<file path="src/rtl/aoi_pattern_sequencer.sv">
// aoi_pattern_sequencer
// Walks the four AOI gate inputs {a,b,c,d} through the 16 combinations in
// binary order. Each combination is held for HOLD_CYCLES clocks. The block
// runs either one sweep or continuous sweeps, with a start/busy/done handshake
// and the current pattern index exposed for a downstream checker.
module aoi_pattern_sequencer #(
  parameter int HOLD_CYCLES = 25,
  parameter int CNT_W       = 8
) (
  input  logic       clk,
  input  logic       rst,
  input  logic       start,
  input  logic       abort,
  input  logic       continuous,
  output logic       a,
  output logic       b,
  output logic       c,
  output logic       d,
  output logic [3:0] pattern_idx,
  output logic       valid,
  output logic       busy,
  output logic       done
);

  // Reject hold lengths that the hold counter cannot represent.
  generate
    if (HOLD_CYCLES < 1 || HOLD_CYCLES > (2 ** CNT_W) - 1) begin : g_bad_hold
      $error("aoi_pattern_sequencer: HOLD_CYCLES=%0d outside 1..%0d",
             HOLD_CYCLES, (2 ** CNT_W) - 1);
    end
  endgenerate

  typedef enum logic [1:0] {
    ST_IDLE = 2'd0,
    ST_RUN  = 2'd1,
    ST_DONE = 2'd2
  } state_t;

  // Last hold count of a pattern; the counter never goes past this value.
  localparam logic [CNT_W-1:0] HOLD_LAST = CNT_W'(HOLD_CYCLES - 1);

  state_t           state_reg, state_next;
  logic [CNT_W-1:0] hold_reg, hold_next;
  logic [3:0]       pattern_reg, pattern_next;
  logic             valid_reg, valid_next;
  logic             busy_reg, busy_next;
  logic             done_reg, done_next;

  // State, hold counter and pattern registers.
  always_ff @(posedge clk) begin
    if (rst) begin
      state_reg   <= ST_IDLE;
      hold_reg    <= '0;
      pattern_reg <= '0;
    end else begin
      state_reg   <= state_next;
      hold_reg    <= hold_next;
      pattern_reg <= pattern_next;
    end
  end

  // Next-state logic: hold/advance the pattern, wrap or finish after pattern 15.
  always_comb begin
    state_next   = state_reg;
    hold_next    = hold_reg;
    pattern_next = pattern_reg;
    unique case (state_reg)
      ST_IDLE: begin
        hold_next    = '0;
        pattern_next = '0;
        // abort wins over a coincident start
        if (start && !abort) begin
          state_next = ST_RUN;
        end
      end
      ST_RUN: begin
        if (abort) begin
          // abort beats a coincident wrap or finish edge
          state_next   = ST_IDLE;
          hold_next    = '0;
          pattern_next = '0;
        end else if (hold_reg < HOLD_LAST) begin
          hold_next = hold_reg + CNT_W'(1);
        end else begin
          hold_next = '0;
          if (pattern_reg == 4'hF) begin
            // continuous only matters at this wrap edge
            pattern_next = '0;
            if (!continuous) begin
              state_next = ST_DONE;
            end
          end else begin
            pattern_next = pattern_reg + 4'd1;
          end
        end
      end
      ST_DONE: begin
        // single-cycle state; start here is dropped, not queued
        state_next   = ST_IDLE;
        hold_next    = '0;
        pattern_next = '0;
      end
      default: begin
        state_next   = ST_IDLE;
        hold_next    = '0;
        pattern_next = '0;
      end
    endcase
  end

  // Output decode from the upcoming state so the flags register alongside it.
  always_comb begin
    valid_next = (state_next == ST_RUN);
    busy_next  = (state_next == ST_RUN) || (state_next == ST_DONE);
    done_next  = (state_next == ST_DONE);
  end

  // Registered handshake flags.
  always_ff @(posedge clk) begin
    if (rst) begin
      valid_reg <= 1'b0;
      busy_reg  <= 1'b0;
      done_reg  <= 1'b0;
    end else begin
      valid_reg <= valid_next;
      busy_reg  <= busy_next;
      done_reg  <= done_next;
    end
  end

  // The pattern register is already zero outside RUN, so it drives the gate directly.
  assign {a, b, c, d} = pattern_reg;
  assign pattern_idx  = pattern_reg;
  assign valid        = valid_reg;
  assign busy         = busy_reg;
  assign done         = done_reg;

endmodule

</file>
<file path="config.mk">
export PLATFORM = sky130hd
export DESIGN_NAME = aoi_pattern_sequencer
export DESIGN_NICKNAME = d
export VERILOG_FILES = /design/src/rtl/aoi_pattern_sequencer.sv
export SDC_FILE = /design/constraint.sdc
export NUM_CORES = 1
export LEC_CHECK = 0
export BUFFER_PORTS_ARGS = -buffer_cell sky130_fd_sc_hd__clkbuf_2
export CORE_UTILIZATION = 46
export CTS_BUF_LIST = sky130_fd_sc_hd__clkbuf_4 sky130_fd_sc_hd__clkbuf_8
export CTS_CLUSTER_DIAMETER = 200
export DETAILED_ROUTE_END_ITERATION = 16
export GPL_TIMING_DRIVEN = 0
export PLACE_DENSITY = 0.73
export SETUP_SLACK_MARGIN = 0.4
export SYNTH_ARGS = -nofsm -noshare
export SYNTH_HDL_FRONTEND = slang
export SYNTH_SLANG_ARGS = --single-unit
</file>
<file path="constraint.sdc">
create_clock -name clk -period 1.7 [get_ports clk]
set_input_delay 0.17 -clock clk [delete_from_list [all_inputs] [get_ports clk]]
set_output_delay 0.17 -clock clk [all_outputs]
set_load 0.05 [all_outputs]
</file>
Word-level counts from Yosys, hierarchy flattened --
Index checks and enable logic that the tools add are counted.
Storage, ports and cells: bits in read-only memories 0, output and inout bits 11, RAM bits 0, memories 0, register bits 17, logic and storage cells 28, bits in latches 0, input port bits 5
Cells by class: shift-type cells 0, mux-type cells 7, $lt $le $gt $ge 1, bitwise operators 2, add/subtract/negate cells 2, reduce and logical (&&, ||, !) cells 6, divide/modulo/power cells 0, equal/unequal tests 4, multiply operators 0
Operator list (number):
- two-way mux 2 bit | 5
- adder 8 x 1 -> 8 bit (second input constant) | 1
- < comparator 8 x 5 -> 1 bit (second input constant) | 1
- adder 4 x 1 -> 4 bit (second input constant) | 1
- == test 2 x 1 -> 1 bit (second input constant) | 2
- == test 4 bit (second input constant) | 1
- two-way mux 4 bit | 1
- case mux 2 bit (2 select lines) | 1
- OR reduction 4 bit | 1
- OR reduction 3 bit | 1
- == test 2 bit (second input constant) | 1
- logical NOT 2 bit | 1
- inverter 1 bit | 2
- logical AND 1 bit | 1
- logical NOT 1 bit | 1
- logical OR 1 bit | 1

Logic depth before layout (Yosys ltp) --
Gate-level depths: netlist of run 1.
depth in word-level cells 7, depth in mapped cells 6

Worst setup path after synthesis of run 1 --
OpenSTA, ideal clock, no wires.
path type reg2reg, start register pattern_reg[0] (netlist: pattern_idx[0]), end register busy_reg (netlist: busy), period minus slack after synthesis 1.993 ns, arrival time 1.929 ns, library setup time 0.064 ns, stages on the path, launching flop included 7, setup slack -0.293 ns, data required time 1.636 ns, cells stage by stage dfxtp_1 > ha_1 > nand3_1 > nor3_1 > and3_2 > ha_1 > nor2_1
On the way: word-level cells in the longest chain between the ends 7, elaborated cells on any way between the ends 8, classes of those cells eq/ne (3); mux (4); reduce/logical (1)
Ends and longest elaborated chain:
- from (decl) | line 44 | logic [3:0] pattern_reg, pattern_next;
- from (signal assigned) | line 58 | pattern_reg <= pattern_next;
- == test 4 bit (*) | line 86 | if (pattern_reg == 4'hF) begin
- two-way mux 2 bit (*) | line 86
- two-way mux 2 bit (*) | line 82 | end else if (hold_reg < HOLD_LAST) begin
- two-way mux 2 bit (*) | line 77 | if (abort) begin
- case mux 2 bit (2 select lines) (*) | line 67 | unique case (state_reg)
- named net state_next[1] | line 42 | state_t state_reg, state_next;
- == test 2 x 1 -> 1 bit / == test 2 bit (equally long branches) | line 114 | busy_next = (state_next == ST_RUN) || (state_next == ST_DONE);
- logical OR 1 bit (*) | line 114
- to (signal assigned) | line 126 | busy_reg <= busy_next;
- to (decl) | line 46 | logic busy_reg, busy_next;
Mark *: on every way through the listed nets, which the timed path passes. The rest lies on a longest branch. A chain may end at the register's enable or synchronous reset.

Final worst setup path of run 1 --
start register hold_reg[4], end register busy_reg (netlist: busy)
On the way: word-level cells in the longest chain between the ends 6, elaborated cells on any way between the ends 7, classes of those cells order compare (1); eq/ne (2); mux (3); reduce/logical (1)
Ends and longest elaborated chain:
- from (decl) | line 43 | logic [CNT_W-1:0] hold_reg, hold_next;
- from (signal assigned) | line 57 | hold_reg <= hold_next;
- < comparator 8 x 5 -> 1 bit (*) | line 82
- two-way mux 2 bit (*) | line 82
- two-way mux 2 bit (*) | line 77
- case mux 2 bit (2 select lines) (*) | line 67
- == test 2 x 1 -> 1 bit / == test 2 bit (equally long branches) | line 114
- logical OR 1 bit (*) | line 114
Every way passes the cells marked *; elsewhere a longest branch is shown, timed or not.

==> results of run 1 <==
==> layer usage <==
layer / part of all wire, % / routed length, µm
met2: 49 / 636
met1: 48 / 619
met5: 0 / 0
met4: 0.93 / 12
met3: 2.2 / 29
==> stage by stage <==
step	instances	utilization, %	setup WS, ns
floorplan	71	-	0.202
global placement	101	64.6	0.142
detailed placement	101	64.6	0.118
CTS	111	70.9	0.171
global route	112	73.4	0.131
finish	112	73.4	0.182
==> kinds of logic (layout without fill, tap and decap cells) <==
group	count (synthesis)	in the layout
flops	17	17
fa+ha+maj	4	4
other cells	1	3
simple gates	27	27
xor+xnor	3	3
buf+inv	6	32
mux	1	1
compound gates	10	10
==> layout by cell type, fill, tap and decap left out, types with 2 or more instances in the layout <==
cell       n
clkbuf_4   3
nand2_1    2
nor2_1     6
xor2_1     2
buf_4     10
dfxtp_2    4
dfxtp_1    9
dfxtp_4    4
conb_1     3
o21ai_0    2
nand2_2    2
nor2b_1    2
clkbuf_2  13
ha_4       2
buf_6      2
a21oi_1    3
nand3_1    4
==> cell type report <==
type                       instances  area [µm²]  area share [%]
inverter                           1        3.75           0.379
multi-input combinational         48         398            40.2
timing repair buffer              22         141            14.3
clock inverter                     1        5.00           0.505
sequential                        17         360            36.4
clock buffer                       3        22.5            2.27
buffer                             5        41.3            4.17
tap                               15        18.8            1.89
==> worst paths after layout <==
check / endpoint / slack, ns / cells past startpoint
setup / recovery: busy / 0.18 / 6
hold / removal: state_reg[1] / 0.09 / 2
setup reg to reg: busy / 0.18 / 6
hold reg to reg: hold_reg[0] / 0.46 / 1
==> power by group through the flow <==
stage | Sequential (W) | Combinational [W] | Clock (W)
after global routing | 0.000408 | 0.0000600 | 0.000238
after detailed placement | 0.000419 | 0.0000446 | 0
after floorplan | 0.000428 | 0.0000213 | 0
after CTS | 0.000407 | 0.0000503 | 0.000222
final | 0.000407 | 0.0000557 | 0.000217
after global placement | 0.000419 | 0.0000436 | 0
==> timing repair <==
| action | CTS | global route |
|---|---|---|
| endpoints found under the setup margin | 5 | 16 |
| pin swaps | 3 | 5 |
| buffers inserted | 6 | 1 |
| resized for setup | 5 | 12 |
==> worst max-delay path, stage by stage, from the launching register on <==
cell	delay, ns
dfxtp_2	0.35
a2111oi_4	0.38
buf_6	0.16
nor3_4	0.05
a21o_2	0.21
ha_4	0.26
nor2_1	0.03
==> cells in the mapped netlist, types with 2 or more instances <==
library cell,instances
nand2_1,4
a21oi_1,4
buf_4,4
ha_1,4
nand3_1,5
nor2_1,7
dfxtp_1,17
o21ai_0,3
xor2_1,2
nor2b_1,2
==> results.md, run 1 <==
* Status: complete, no violations
* # port buffers at 15
* TritonCTS Buffers at 3
* Placed inst area at 872 µm²
* Final hold viol count at 0
* CTS Hold Bufs at 0
* Crit. End Element: register
* Tcrit/Tclk final at 89.3%
* Worst slew pin tran at 0.642 ns
* Relative slew margins at 56.6%
* Synth Cell Area at 691 µm²
* Internal at 0.000512 W
* RSZ-0062 raised after global routing: yes
* Setup crit start kind: register
* Clock group share of total power at 32.0%
* Post-synth EDFFs at 0
* Synth Area in Adders at 7.25%
* Compound-Gate Fraction of Synth Area at 9.60%
* Area grow syn2layout at 43.5%
* Psw at 0.000167 W
* Min Tclk post-route at 1.52 ns
* Iter 0 DRT Violations at 6
* Peak fanout along the critical path at 5
* Maximum capacitance violations at 0
* Die Span X at 40.8 µm
* Largest family of logic cells by synthesized area: simple AND/OR/NAND/NOR gates
* Worst Path Required at 1.89 ns
* Top cell type by total area after synthesis: dfxtp_1
* Fin Hold WS at 0.0862 ns
* Final Skew at 0.00340 ns
* Net Sw Frac at 24.6%
* Gpl congestion at 0.733
* Seq/Total Area, Yosys at 49.3%
* Largest register FFs at 8
* Longest Clk Path Bufs at 2
* Synth warnings at 0
* Synth unique cells at 27
* Initial core utilization at 51.2%
* Filler cell count at 106
* Max rail drop VDD at 407 µV
* Via count at 547
* Grt total ovfl at 0
* Routing usage on met2 at 28.6%
* H-tree depth at 1
* #FFs+latches synth at 17
* Routed WL at 1300 µm
* Synthesized area per cell at 10.0 µm²
* Wirelength per Cell at 11.6 µm
* Leak at 0.407 nW
* Grt met3 use at 3.26%
* Pwr dens at 686 mW/mm²
* Crit path DAT at 1.71 ns
* Post-synth top flop: dfxtp_1
* Hold path start: continuous
* Post-DP HPWL at 916 µm
* Antenna diodes at 0
* Sink Count at 17
* Endpoints failing setup at 0
* Layout cells sized above 1 at 55.7%
* Crit Path Category: reg -> reg
* Crit path launch: hold_reg[4]
* Largest cells by area after synthesis: dfxtp_1 49%, ha_1 7.2%, buf_4 4.3%
* Most Used Layer, Global Route: met2
* DRC at 0
* DIE AREA at 0.00166 mm²
* Die Ht at 40.8 µm
* Syn Inst Count at 69
* Seq pwr share at 59.8%
* CORE AREA at 0.00135 mm²
* GRT Overall Usage at 18.5%
* Pin count of the biggest net entering global routing at 11
* Comb power frac at 8.2%
* Vias in the first global route at 441
* Via-per-instance ratio at 4.88
* Mux share of post-synthesis cell area at 1.45%
* XOR/XNOR Fraction of Synth Area at 3.80%
* Slew Limit Fails at 0
* Fin area at 991 µm²
* Nets at 107
* Hold Path Class: in -> reg
* Clk_lat worst skew at 0.29 ns
* Async SR Flop Fraction at 0%
* Setup TNS Final at 0 ns
* CTS tree: done
* Ports at 16
* Site Rows at 13
* ANT nets after route at 0
* F_max at 659 MHz
* Top cell type's share of synthesized area at 49.3%
* Grt met1 use at 24.3%
* Simple-gate share of the synthesized area at 21.6%
* Clock transition at path regs at 0.10 ns
* Antenna violations before repair at 0
* Root Buffer: clkbuf_4
* Total power at 0.000680 W
* DRT Pass-1 Iters at 4
* First-pass GRT wire length at 1930 µm
* R2r startpoint: hold_reg[4]
(Power assumes the default switching activity.)
==> inputs of run 2 (changes only) <==
--- a/config.mk
+++ b/config.mk
@@ -6,13 +6,14 @@
 export NUM_CORES = 1
 export LEC_CHECK = 0
 export BUFFER_PORTS_ARGS = -buffer_cell sky130_fd_sc_hd__clkbuf_2
-export CORE_UTILIZATION = 46
+export CORE_UTILIZATION = 48
 export CTS_BUF_LIST = sky130_fd_sc_hd__clkbuf_4 sky130_fd_sc_hd__clkbuf_8
 export CTS_CLUSTER_DIAMETER = 200
 export DETAILED_ROUTE_END_ITERATION = 16
 export GPL_TIMING_DRIVEN = 0
-export PLACE_DENSITY = 0.73
+export PLACE_DENSITY = 0.75
 export SETUP_SLACK_MARGIN = 0.4
 export SYNTH_ARGS = -nofsm -noshare
 export SYNTH_HDL_FRONTEND = slang
 export SYNTH_SLANG_ARGS = --single-unit
+export TNS_END_PERCENT = 1
==> run 2 against run 1 <==
  * Wire length decreased by 4.3%
  * Sequential cell count stayed put
  * Clock skew shrank 0.0016 ns
  * Die area down 4.0%
  * Total power shrank 0.64%
  * Combinational power fell by 17%
  * Via count down 3.3%
  * Utilization decreased by 4.7 points
  * Worst hold slack improved by 0.0030 ns
  * Non-clock buffer count is 6 lower
  * Critical path type unchanged
==> results.md, run 2 (synthesis gave the netlist of run 1 again) <==
* ANT nets after route at 0 (unchanged)
* Area grow syn2layout at 31.0%
* Iter 0 DRT Violations at 4 (-2)
* DIE AREA at 0.00159 mm² (-4.0%)
* Final Instance Count excl. Fillers at 106 (-5.4%)
* Max rail drop VDD at 543 µV (+33%)
* Largest register FFs at 8 (unchanged)
* Slew Limit Fails at 0 (unchanged)
* H-tree depth at 1 (unchanged)
* Die Ht at 39.9 µm (-2.0%)
* Antenna diodes at 0 (unchanged)
* Hold Path Class: in -> reg
* Endpoints failing setup at 0 (unchanged)
* DRC at 0 (unchanged)
* Gpl congestion at 0.690 (-5.9%)
* Routed WL at 1240 µm (-4.3%)
* Antenna violations before repair at 0 (unchanged)
* Via-per-instance ratio at 4.99 (+2.2%)
* First-pass GRT wire length at 2000 µm (+3.9%)
* Initial core utilization at 52.4% (+1.3 points)
* Worst Path Required at 1.92 ns (+0.03 ns)
* # port buffers at 15 (unchanged)
* Tcrit/Tclk final at 90.1% (+0.77 points)
* Relative slew margins at 63.5% (+6.9 points)
* Ports at 16 (unchanged)
* Status: complete, no violations
* Maximum capacitance violations at 0 (unchanged)
* Most common cell after layout, fill and taps aside: clkbuf_2
* CORE AREA at 0.00132 mm² (-2.4%)
* Clk_lat worst skew at 0.29 ns (about the same)
* RSZ-0062 raised after global routing: yes
* Root Buffer: clkbuf_4
* Sink Count at 17 (unchanged)
* Setup crit start kind: register
* Min Tclk post-route at 1.53 ns (+0.0130 ns)
* Leak at 0.370 nW (-9.2%)
* Final Skew at 0.00180 ns (-0.00160 ns)
* Site Rows at 13 (unchanged)
* TritonCTS Buffers at 3 (unchanged)
* Crit path DAT at 1.76 ns (+0.05 ns)
* Nets at 101 (-5.6%)
* Wirelength per Cell at 11.7 µm (+1.1%)
* Post-DP HPWL at 910 µm (-0.64%)
* Clock transition at path regs at 0.10 ns (about the same)
* Vias in the first global route at 480 (+8.8%)
* Filler cell count at 105 (-0.94%)
* Via count at 529 (-3.3%)
* Crit Path Category: reg -> reg
* Setup TNS Final at 0 ns (unchanged)
* Worst slew pin tran at 0.540 ns (-0.102 ns)
* Grt total ovfl at 0 (unchanged)
* Longest Clk Path Bufs at 2 (unchanged)
* Pin count of the biggest net entering global routing at 11 (unchanged)
* GRT Overall Usage at 20.4% (+1.9 points)
* Pwr dens at 746 mW/mm² (+8.8%)
* Worst path slowest cell: or4b_4
* F_max at 653 MHz (-0.85%)
* Most frequent cells in the layout: 15 x clkbuf_2, 11 x dfxtp_1, 7 x nor2_1
* Layout cells sized above 1 at 44.0% (-12 points)
* Dpl cells at 101 (unchanged)
* Critical path cell sequence: or4b_4, or4_1, o21ai_0
* Final hold viol count at 0 (unchanged)
* Die Span X at 39.9 µm (-2.0%)
* CP max stage delay at 0.52 ns (+0.14 ns)
* DRT Pass-1 Iters at 3 (-1)
* Peak fanout along the critical path at 8 (+3)
* Crit. End Element: register
* CTS tree: done
[run 2: changes by cell type in the layout (fill, tap and decap cells not counted), moves of 2 or more]
cell      before  now
buf_4         10    5
clkbuf_2      13   15
dfxtp_1        9   11
dfxtp_4        4    2
nand2_1        2    4
nand2_2        2    0
[run 2: layout make-up]
type / count / area [µm²] / share of cell area [%]
flip-flops and latches: 17 / 353 / 39.0
clock buffers: 3 / 22.5 / 2.49
inverters: 1 / 3.75 / 0.415
repair buffers: 16 / 82.6 / 9.13
plain buffers: 5 / 41.3 / 4.56
clock inverters: 1 / 5.00 / 0.553
multi-input cells: 48 / 378 / 41.8
well taps: 15 / 18.8 / 2.07
[run 2: stage by stage]
stage	hold slack (ns)	setup WS, ns	power (W)	area, µm²	util (%)
after floorplan	0.241	0.201	0.000449	774	-
after global routing	0.0887	0.107	0.000705	905	68.7
after CTS	0.0767	0.169	0.000681	905	68.7
after detailed placement	0.399	0.131	0.000463	868	65.9
final	0.0893	0.169	0.000675	905	68.7
after global placement	0.388	0.129	0.000462	868	65.9
[run 2: critical path: cells and delay by family, from the launching register on]
kind,cells,cell delay (ns)
DFF,1,0.40
and+or+nand+nor,2,0.99
AOI/OAI and AO/OA,1,0.07
[run 2: routing by layer]
layer	global-route usage, %	wire, µm	up-vias	part of all wire, %
li1	-	-	280	-
met1	24.9	594	236	48
met2	30.6	591	11	48
met3	6.67	39	2	3.1
met4	12.9	16	0	1.3
met5	0	0	-	0
[run 2: worst paths after layout]
check / startpoint / endpoint / slack [ns] / cells past startpoint
worst max-delay path: state_reg[0] / pattern_idx[3] / 0.17 / 3
worst min-delay path: continuous / state_reg[1] / 0.09 / 2
worst max register to register: state_reg[0] / pattern_idx[3] / 0.17 / 3
worst min register to register: hold_reg[0] / hold_reg[0] / 0.46 / 1
[run 2: where the power goes]
part           internal (W)  switching (W)
Sequential         0.000403     0.00000660
Clock             0.0000876       0.000132
Combinational     0.0000180      0.0000281
Total              0.000509       0.000166
[run 2: repair_timing]
| action | in CTS | in global routing |
|---|---|---|
| hold buffers | 0 | 0 |
| setup endpoints to repair | 4 | 13 |
| buffers inserted | 1 | 0 |
| cloned | 0 | 0 |
| gates resized for setup | 1 | 0 |
==> inputs of run 3 (changes only) <==
==> constraint.sdc (replaced) <==
create_clock -name clk -period 1.4 [get_ports clk]
set_input_delay 0.14 -clock clk [delete_from_list [all_inputs] [get_ports clk]]
set_output_delay 0.14 -clock clk [all_outputs]
set_load 0.05 [all_outputs]
==> run 3 against run 2 <==
  * The flow now finishes with violations (setup timing)
  * Combinational power increased by 31%
  * Clock power grew 21%
  * Non-clock buffer count did not move
  * Critical path type unchanged
  * Critical endpoint is now busy
  * Highest routed layer unchanged
==> results.md, run 3 (synthesis gave the netlist of run 1 again) <==
* Fin Hold WS at 0.0546 ns (-0.0347 ns)
* Seq pwr share at 60.0% (-0.7 points)
* F_max at 656 MHz (+0.41%)
* R2r startpoint: hold_reg[4]
* Worst path slowest cell: a2111oi_4
* CP max stage delay at 0.37 ns (-0.15 ns)
* Dpl ws at -0.169 ns (-0.300 ns)
* Relative slew margins at 54.3% (-9.2 points)
* Crit. End Element: register
* DRT Pass-1 Iters at 4 (+1)
* Hold path depth at 2 (unchanged)
* Peak fanout along the critical path at 5 (-3)
* Final hold viol count at 0 (unchanged)
* Via-per-instance ratio at 5.26 (+5.5%)
* Setup TNS Final at -0.416 ns (-0.416 ns)
* Final Instance Count excl. Fillers at 106 (unchanged)
* Endpoints failing setup at 6 (+6)
* # port buffers at 15 (unchanged)
* Setup crit start kind: register
* Tcrit/Tclk final at 109% (+19 points)
* Max rail drop VDD at 566 µV (+4.1%)
* TritonCTS Buffers at 3 (unchanged)
* Net Sw Frac at 24.9% (+0.22 points)
* Via count at 558 (+5.5%)
* Antenna violations before repair at 0 (unchanged)
* Most common cell after layout, fill and taps aside: dfxtp_1
* Crit Path Category: reg -> reg
* Routed WL at 1410 µm (+14%)
* Critical path cell sequence: a2111oi_4, buf_6, nor3_4, a21o_2, ha_4, nor2_1
* Leak at 0.394 nW (+6.7%)
* Sink Count at 17 (unchanged)
* Min Tclk post-route at 1.52 ns (-0.00628 ns)
* CORE AREA at 0.00132 mm² (unchanged)
* Most frequent cells in the layout: 10 x dfxtp_1, 7 x nor2_1, 7 x buf_8
* Final Skew at 0.00180 ns (+0.00000861 ns)
* Nets at 101 (unchanged)
* Final worst slack at -0.125 ns (-0.294 ns)
* Die Ht at 39.9 µm (unchanged)
* GRT Overall Usage at 22.7% (+2.3 points)
* Area grow syn2layout at 46.2%
* ANT nets after route at 0 (unchanged)
* Status: finished, violations left
* CTS Hold Bufs at 0 (unchanged)
* Hold path start: continuous
* Pin count of the biggest net entering global routing at 11 (unchanged)
* Register-to-Register Path Depth at 6 (+3)
* Hold Path Class: in -> reg
* Dpl cells at 101 (unchanged)
* Worst Hold End: state_reg[1]
* DRC at 0 (unchanged)
* Wirelength per Cell at 13.3 µm (+14%)
* Maximum capacitance violations at 0 (unchanged)
* Flop2flop setup slack at -0.12 ns (-0.29 ns)
* Crit path DAT at 1.72 ns (-0.04 ns)
* Clock group share of total power at 32.6% (about the same)
* Failing checks: setup timing
* Psw at 0.000203 W (+22%)
* Longest Clk Path Bufs at 2 (unchanged)
* DIE AREA at 0.00159 mm² (unchanged)
* Worst R2R End: busy
* Clk_lat worst skew at 0.29 ns (about the same)
* Filler cell count at 83 (-21%)
* Layout cells sized above 1 at 46.2% (+2.2 points)
* Antenna diodes at 0 (unchanged)
* Largest register FFs at 8 (unchanged)
* Pwr dens at 809 mW/mm² (+8.4%)
* Grt total ovfl at 0 (unchanged)
* Root Buffer: clkbuf_4
* RSZ-0062 raised after global routing: yes
* H-tree depth at 1 (unchanged)
* Post-DP HPWL at 910 µm (unchanged)
* Clock transition at path regs at 0.10 ns (about the same)
* Worst slew pin tran at 0.676 ns (+0.136 ns)
* Worst Path Required at 1.60 ns (-0.32 ns)
* First-pass GRT wire length at 2240 µm (+12%)
* Site Rows at 13 (unchanged)
* Ports at 16 (unchanged)
* Initial core utilization at 52.4% (unchanged)
* Comb power frac at 7.4% (+0.6 points)
* Die Span X at 39.9 µm (unchanged)
* Internal at 0.000614 W (+21%)
* Slew Limit Fails at 0 (unchanged)
* Vias in the first global route at 519 (+8.1%)
* Gpl congestion at 0.690 (unchanged)
* CTS tree: done
* Iter 0 DRT Violations at 8 (+4)
[run 3: cell count changes in the layout (fill, tap and decap cells not counted)]
| cell | delta |
|---|---|
| nand2_2 | +1 |
| clkbuf_4 | +2 |
| buf_8 | +7 |
| clkbuf_2 | -11 |
| nand2_1 | -1 |
| dfxtp_2 | -3 |
| buf_6 | +3 |
| dfxtp_1 | -1 |
| buf_4 | -1 |
| dfxtp_4 | +4 |
[run 3: how the worst max path moves through the flow]
stage | startpoint | end | slack, ns | depth (start not counted)
final | hold_reg[4] | busy | -0.12 | 6
after global routing | hold_reg[4] | busy | -0.19 | 6
after CTS | hold_reg[4] | busy | -0.13 | 6
after detailed placement | hold_reg[4] | busy | -0.17 | 6
after global placement | state_reg[0] | pattern_idx[3] | -0.17 | 3
after floorplan | pattern_idx[0] | busy | -0.1 | 6
[run 3: what timing repair did]
action | CTS | global route
pin swaps | 1 | 0
resized for setup | 26 | 12
buffers inserted | 1 | 0
endpoints found under the hold margin | 0 | 0
setup endpoints to repair | 25 | 25
gates cloned | 0 | 0
[run 3: critical path: cells and delay by family, from the launching register on]
kind | cells | cell delay [ns]
simple gates | 2 | 0.08
buf+inv | 1 | 0.16
fa+ha+maj | 1 | 0.26
flops | 1 | 0.35
compound gates | 2 | 0.58
[run 3: layer usage]
metal  up-vias  global-route usage (%)  share of wire, %
met5         -                       0                 0
met4         0                    12.9               1.7
met3         4                    6.67               3.9
met2        17                    37.5                52
met1       254                    25.9                43
li1        283                       -                 -
[run 3: per-stage QoR]
stage	cell area [µm²]	util [%]	power [W]
after detailed placement	868	65.9	0.000562
after global routing	1010	76.6	0.000859
after floorplan	774	-	0.000545
after CTS	983	74.6	0.000827
after global placement	868	65.9	0.000561
final	1010	76.6	0.000817
[run 3: area by class of cell]
type / count / area, µm² / area share, %
multi-input cells: 48 / 380 / 37.7
repair buffers: 16 / 163 / 16.1
inverters: 1 / 3.75 / 0.372
clock inverters: 1 / 5.00 / 0.496
plain buffers: 5 / 52.6 / 5.20
clock buffers: 3 / 22.5 / 2.23
flip-flops and latches: 17 / 364 / 36.1
well taps: 15 / 18.8 / 1.86
[run 3: power groups by stage]
stage	Combinational (W)	Sequential [W]	Clock, W
after floorplan	0.0000258	0.000519	0
final	0.0000604	0.000491	0.000266
after global placement	0.0000528	0.000508	0
after detailed placement	0.0000538	0.000508	0
after global routing	0.0000654	0.000492	0.000301
after CTS	0.0000590	0.000494	0.000274
